==> config.mk <==
export PLATFORM = sky130hd
export DESIGN_NAME = display_scan_capture
export DESIGN_NICKNAME = d
export VERILOG_FILES = /design/src/rtl/display_pkg.sv /design/src/rtl/an_decode.sv /design/src/rtl/display_scan_capture.sv
export SDC_FILE = /design/constraint.sdc
export NUM_CORES = 1
export LEC_CHECK = 0
export CAP_MARGIN = 20
export CORE_MARGIN = 1.5
export CORE_UTILIZATION = 60
export DETAILED_ROUTE_END_ITERATION = 10
export GPL_TIMING_DRIVEN = 0
export PLACE_DENSITY = 0.84
export SLEW_MARGIN = 20
export SYNTH_ARGS = -nofsm -noshare
export SYNTH_HDL_FRONTEND = slang
export SYNTH_SLANG_ARGS = --single-unit
==> constraint.sdc <==
create_clock -name clk -period 4.7 [get_ports clk]
set_input_delay 1.41 -clock clk [delete_from_list [all_inputs] [get_ports clk]]
set_output_delay 1.41 -clock clk [all_outputs]
set_load 0.05 [all_outputs]
==> src/rtl/display_pkg.sv <==
// Shared definitions for the seven-segment scan path: digit-select codes,
// capture states and the digit index type.
package display_pkg;

  localparam logic [3:0] AN_D0    = 4'b1110;
  localparam logic [3:0] AN_D1    = 4'b1101;
  localparam logic [3:0] AN_D2    = 4'b1011;
  localparam logic [3:0] AN_D3    = 4'b0111;
  localparam logic [3:0] AN_BLANK = 4'b1111;

  typedef enum logic {HUNT, COLLECT} scan_state_t;

  typedef logic [1:0] digit_idx_t;

endpackage

==> src/rtl/an_decode.sv <==
// Maps an active-low digit-select code to a digit index, flagging the blank
// code and every code that selects zero or several digits.
module an_decode
  import display_pkg::*;
(
  input  logic [3:0] an,
  output digit_idx_t idx,
  output logic       blank,
  output logic       illegal
);

  always_comb begin
    idx     = 2'd0;
    blank   = 1'b0;
    illegal = 1'b0;
    case (an)
      AN_D0:    idx = 2'd0;
      AN_D1:    idx = 2'd1;
      AN_D2:    idx = 2'd2;
      AN_D3:    idx = 2'd3;
      AN_BLANK: blank = 1'b1;
      default:  illegal = 1'b1;
    endcase
  end

endmodule

==> src/rtl/display_scan_capture.sv <==
// Rebuilds complete hex/point/LE frames from the multiplexed display scan bus
// and hands them out on a valid/ready port with overrun tracking.
module display_scan_capture
  import display_pkg::*;
#(
  parameter int unsigned STABLE_CYCLES = 4
) (
  input  logic        clk,
  input  logic        rst_n,
  input  logic [3:0]  AN,
  input  logic [3:0]  Hexout,
  input  logic        LE,
  input  logic        p,
  input  logic        frame_ready,
  output logic [15:0] hexout_frame,
  output logic [3:0]  point_frame,
  output logic [3:0]  le_frame,
  output logic        frame_valid,
  output logic        seq_err,
  output logic        overrun
);

  logic [3:0]  s_an;
  logic [3:0]  s_hex;
  logic        s_le;
  logic        s_p;
  logic [7:0]  stable_cnt;
  logic        accepted;
  logic        changed;
  logic        accept;

  digit_idx_t  idx;
  logic        blank;
  logic        illegal;

  scan_state_t state_q;
  scan_state_t state_d;
  digit_idx_t  exp_q;
  digit_idx_t  exp_d;
  logic        store;
  logic        complete;
  logic        err;

  logic [15:0] stage_hex;
  logic [3:0]  stage_pt;
  logic [3:0]  stage_le;
  logic [15:0] commit_hex;
  logic [3:0]  commit_pt;
  logic [3:0]  commit_le;

  // The change test looks at the incoming value so the count restarts at 1
  // on the very edge that captures a new sample.
  assign changed = {AN, Hexout, LE, p} != {s_an, s_hex, s_le, s_p};
  assign accept  = (stable_cnt == 8'(STABLE_CYCLES)) && !accepted;

  always_ff @(posedge clk or negedge rst_n) begin
    if (!rst_n) begin
      s_an       <= 4'd0;
      s_hex      <= 4'd0;
      s_le       <= 1'b0;
      s_p        <= 1'b0;
      stable_cnt <= 8'd0;
      accepted   <= 1'b0;
    end else begin
      s_an  <= AN;
      s_hex <= Hexout;
      s_le  <= LE;
      s_p   <= p;
      if (changed) begin
        stable_cnt <= 8'd1;
        accepted   <= 1'b0;
      end else begin
        if (stable_cnt != 8'(STABLE_CYCLES)) stable_cnt <= stable_cnt + 8'd1;
        if (accept) accepted <= 1'b1;
      end
    end
  end

  an_decode u_an_decode (
    .an      (s_an),
    .idx     (idx),
    .blank   (blank),
    .illegal (illegal)
  );

  always_ff @(posedge clk or negedge rst_n) begin
    if (!rst_n) begin
      state_q <= HUNT;
      exp_q   <= 2'd0;
    end else begin
      state_q <= state_d;
      exp_q   <= exp_d;
    end
  end

  always_comb begin
    state_d  = state_q;
    exp_d    = exp_q;
    store    = 1'b0;
    complete = 1'b0;
    err      = 1'b0;
    if (accept && !blank) begin
      if (illegal) begin
        err     = 1'b1;
        state_d = HUNT;
      end else begin
        case (state_q)
          HUNT: begin
            if (idx == 2'd0) begin
              store   = 1'b1;
              exp_d   = 2'd1;
              state_d = COLLECT;
            end
          end
          COLLECT: begin
            if (idx == exp_q) begin
              store = 1'b1;
              if (exp_q == 2'd3) begin
                complete = 1'b1;
                state_d  = HUNT;
              end else begin
                exp_d = exp_q + 2'd1;
              end
            end else begin
              err = 1'b1;
              // An early digit 0 is taken as the start of a fresh frame.
              if (idx == 2'd0) begin
                store = 1'b1;
                exp_d = 2'd1;
              end else begin
                state_d = HUNT;
              end
            end
          end
          default: state_d = HUNT;
        endcase
      end
    end
  end

  // Staging merged with the digit being accepted; this is what a completing
  // frame publishes, since digit 3 lands on the same edge as the commit.
  always_comb begin
    commit_hex = stage_hex;
    commit_pt  = stage_pt;
    commit_le  = stage_le;
    commit_hex[{idx, 2'b00} +: 4] = s_hex;
    commit_pt[idx] = s_p;
    commit_le[idx] = s_le;
  end

  always_ff @(posedge clk or negedge rst_n) begin
    if (!rst_n) begin
      stage_hex <= 16'd0;
      stage_pt  <= 4'd0;
      stage_le  <= 4'd0;
    end else if (store) begin
      stage_hex <= commit_hex;
      stage_pt  <= commit_pt;
      stage_le  <= commit_le;
    end
  end

  always_ff @(posedge clk or negedge rst_n) begin
    if (!rst_n) begin
      hexout_frame <= 16'd0;
      point_frame  <= 4'd0;
      le_frame     <= 4'd0;
      frame_valid  <= 1'b0;
      seq_err      <= 1'b0;
      overrun      <= 1'b0;
    end else begin
      seq_err <= err;
      if (complete) begin
        if (!frame_valid || frame_ready) begin
          hexout_frame <= commit_hex;
          point_frame  <= commit_pt;
          le_frame     <= commit_le;
          frame_valid  <= 1'b1;
        end else begin
          overrun <= 1'b1;
        end
      end else if (frame_valid && frame_ready) begin
        frame_valid <= 1'b0;
      end
    end
  end

endmodule

==> summary.md <==
| Metric | Value |
|---|---|
| Status | complete, no violations |
| Largest net degree at the start of global routing | 60 |
| Worst path buffer plus inverter count | 4 |
| Non-Filler Instances | 477 |
| Worst flop-to-flop path endpoint | stage_hex[8] |
| Die Height | 82.78 um |
| Placed cell areas | 4328 sq um |
| CTS tree | yes |
| Worst-path fanout max | 10 |
| Dpl hpwl | 5689 um |
| Worst slew margin | a little over two fifths |
| R2R depth | 10 |
| Synth Cell Area | 3819 sq um |
| Ant diodes | 0 |
| Post-CTS Resized | 0 |
| Critical setup path kind | flop to flop |
| First-pass GRT wire length | 13,430 um |
| Ys async rst share | 100.0% |
| Site Rows | 28 |
| #FFs+latches synth | 73 |
| Final Hold Fails | 0 |
| Clock Skew | roughly 10 ps |
| Min-delay worst type | flop to flop |
| Core area | 6026 sq um |
| DR WL/cell | between 15 and 20 um |
| Fmax | 331.3 MHz |
| Post-route cell area | 4489 sq um |
| Vias/cell | 5.960 |
| Reg clk slew, reported paths | 70 ps |
| R2R Path Start | s_an[3] |
| Peak supply drop | 199.1 uV |
| CP max stage cell | nor4b_1 |
| HP Start | stage_hex[0] |
| Min Hold Slack | between 400 and 500 ps |
| Primary FF master, synth | dfrtp_1 |
| Syn_nets | 370 |
| # hold bufs at CTS | 0 |
| Final setup fails | 0 |
| Hold Path Sink | stage_hex[0] |
| Pwr/cell area | approximately 260 nW/um^2 |
| Number of global-route vias before repair | 2,888 |
| I/O Buffers | 39 |
| P_leak | ~2.2 nW |
| Initial DRC count | between 150 and 200 |
| Crit share post-route | 64.22% |
| Clock root buffer | clkbuf_8 |
| Max cap viols | 0 |
| Total die area | 6852 sq um |
| Seq/Total Area, Yosys | 47.84% |
| Routed Antenna Nets | 0 |
| Total power | 1.146 mW |
| Family with the most delay on the worst path | simple AND/OR/NAND/NOR gates |
| CP Capture Type | flop |
| Layout Nets | 421 |
| Critical-path cell list | buf_4 -> xnor2_1 -> or2_2 -> inv_1 -> ha_1 -> buf_2 -> inv_1 -> nor4b_1 -> and4bb_2 -> a22o_1 |
| Max-slew violations | 0 |
| Overall Global Routing Usage | 26.59% |
| Initial antenna violation count | 0 |
| Clock sink total | 73 |
| Synth Instances | around 350 |
| Critical Path AT | 3310 ps |
| Fin util | 74.50% |
| Number of buffers created by CTS | 9 |
| Routed vias | between 2k and 3k |
| Skew-Pair Late Insertion Delay | 350 ps |
| Worst Tran Pin Value | 841.0 ps |
| Max incr delay on CP | 750 ps |
| Critical Path Source Type | flop |
| Die width | 82.78 um |
| Syn_area_per_cell | 11.00 sq um |
| Number of flops mapped to enable cells by yosys | 0 |
| Post-CTS Setup Inserts | 0 |
| WP data required | 4990 ps |
| RePlAce Congestion | 0.8786 |
| Cell repeated most along the worst path | inv_1 |
| Drt first pass iters | 4 |
| Final WL | ~8000 um |
| Drc violations | 0 |
| Placed cells | 462 |
| Layout cell share with drive strength beyond 1 | roughly 15% |
| Cell variety after synth | 50 |
| Final min period | ~3000 ps |
| RSZ-0062 raised after global routing | no |
| CTS H-Tree Depth | 3 |
| Hold Crit Depth | 1 |
| Ys Warns | 0 |
| Starting Density | between 60% and 70% |
| Synth-to-layout area growth | 17.56% |
| Global route overflow | 0 |
| I/O Pins | 40 |
| Max clock buf depth | 2 |
| Flop2flop setup slack | around 1700 ps |
==> where the power goes <==
part           internal [mW]  leakage [nW]  switching, mW
logic                 0.0329          1.17         0.0613
registers              0.632         0.966        0.00304
clock network          0.199        0.0887          0.217
total                  0.864          2.23          0.282
==> worst register-to-register path: stages, from the launching register on <==
cell	delay (ps)
dfrtp_1	390
buf_4	180
xnor2_1	140
or2_2	340
inv_1	120
ha_1	160
buf_2	200
inv_1	130
nor4b_1	750
and4bb_2	410
a22o_1	150
==> placed cells by master (no fill, tap or decap), drive strengths merged, types with 8 or more instances in the layout <==
master / netlist / layout
dfrtp: 73 / 73
nand3: 10 / 10
clkdlybuf4s50: 0 / 38
xor2: 11 / 11
mux2: 24 / 24
a31oi: 16 / 16
o21ai: 8 / 8
ha: 10 / 10
nor2: 14 / 14
a21o: 15 / 15
o22ai: 8 / 8
nand2: 25 / 25
clkbuf: 10 / 21
a22o: 9 / 9
inv: 26 / 26
buf: 12 / 14
==> Yosys cell counts (6+ instances only) <==
master    number  area, sq um
clkbuf_1      10        37.54
nor2b_1        6        37.54
a31oi_1       15        93.84
nand2_1       25        93.84
o22ai_1        8        50.05
a21o_1        15        112.6
dfrtp_1       73         1827
xor2_1        11        96.34
buf_2          6        30.03
mux2_2         9        101.4
nor2_1        14        52.55
inv_1         26        97.59
and4_1         6        52.55
ha_1          10        125.1
a22o_1         9        78.83
mux2i_1        6        60.06
nand3_1       10        50.05
mux2_4        15        225.2
o21ai_0        8        40.04
==> layer usage <==
metal  global-route usage, %  wire (um)  up-vias
li1                        -          -     1345
met1                   32.32       3432     1397
met2                   45.20       3962       85
met3                   5.902        395       16
met4                   11.83        159        0
met5                       0          0        -
==> per-stage QoR <==
stage / setup WS (ps) / TNS (ps)
after floorplan: 2203 / 0
after global placement: -217.5 / -15530
after detailed placement: 1610 / 0
after CTS: 1720 / 0
after global routing: 1432 / 0
final: 1682 / 0
==> area by class of cell <==
cell class	count	area [sq um]
inverter	26	97.59
tap	75	93.84
buffer	22	120.1
clock buffer	11	141.4
sequential	73	1827
timing repair buffer	40	415.4
fill	450	1536
multi-input combinational	226	1774
clock inverter	4	20.02
==> logic make-up (layout without fill, tap and decap cells) <==
kind of cell | Yosys count | in the layout | share of synthesized area [%]
and+or+nand+nor | 91 | 91 | 14.15
DFF | 73 | 73 | 47.84
muxes | 30 | 30 | 10.12
buffers and inverters | 48 | 103 | 5.701
AOI/OAI and AO/OA | 79 | 79 | 15.24
adders and majority gates | 10 | 10 | 3.277
xor gates and xnor gates | 16 | 16 | 3.670
==> worst max path at each step <==
stage | from | endpoint | slack (ps) | depth (start not counted)
3_5_place_dp | LE | stable_cnt[0] | 1610 | 5
3_3_place_gp | rst_n | le_frame[2] | -220 | 1
2_1_floorplan | s_an[2] | stage_hex[11] | 2200 | 10
6_report | s_an[3] | stage_hex[8] | 1680 | 10
4_1_cts | s_an[3] | stage_hex[8] | 1720 | 10
5_1_grt | s_an[2] | stage_hex[8] | 1430 | 10
==> registers in the layout, indices dropped and copies added, names as in the netlist <==
signal / count
accepted: 1
exp_q: 2
frame_valid: 1
hexout_frame: 16
le_frame: 4
overrun: 1
point_frame: 4
s_an: 4
s_hex: 4
s_le: 1
s_p: 1
seq_err: 1
stable_cnt: 8
stage_hex: 16
stage_le: 4
stage_pt: 4
state_q: 1
Power figures use the tool's default switching activity.
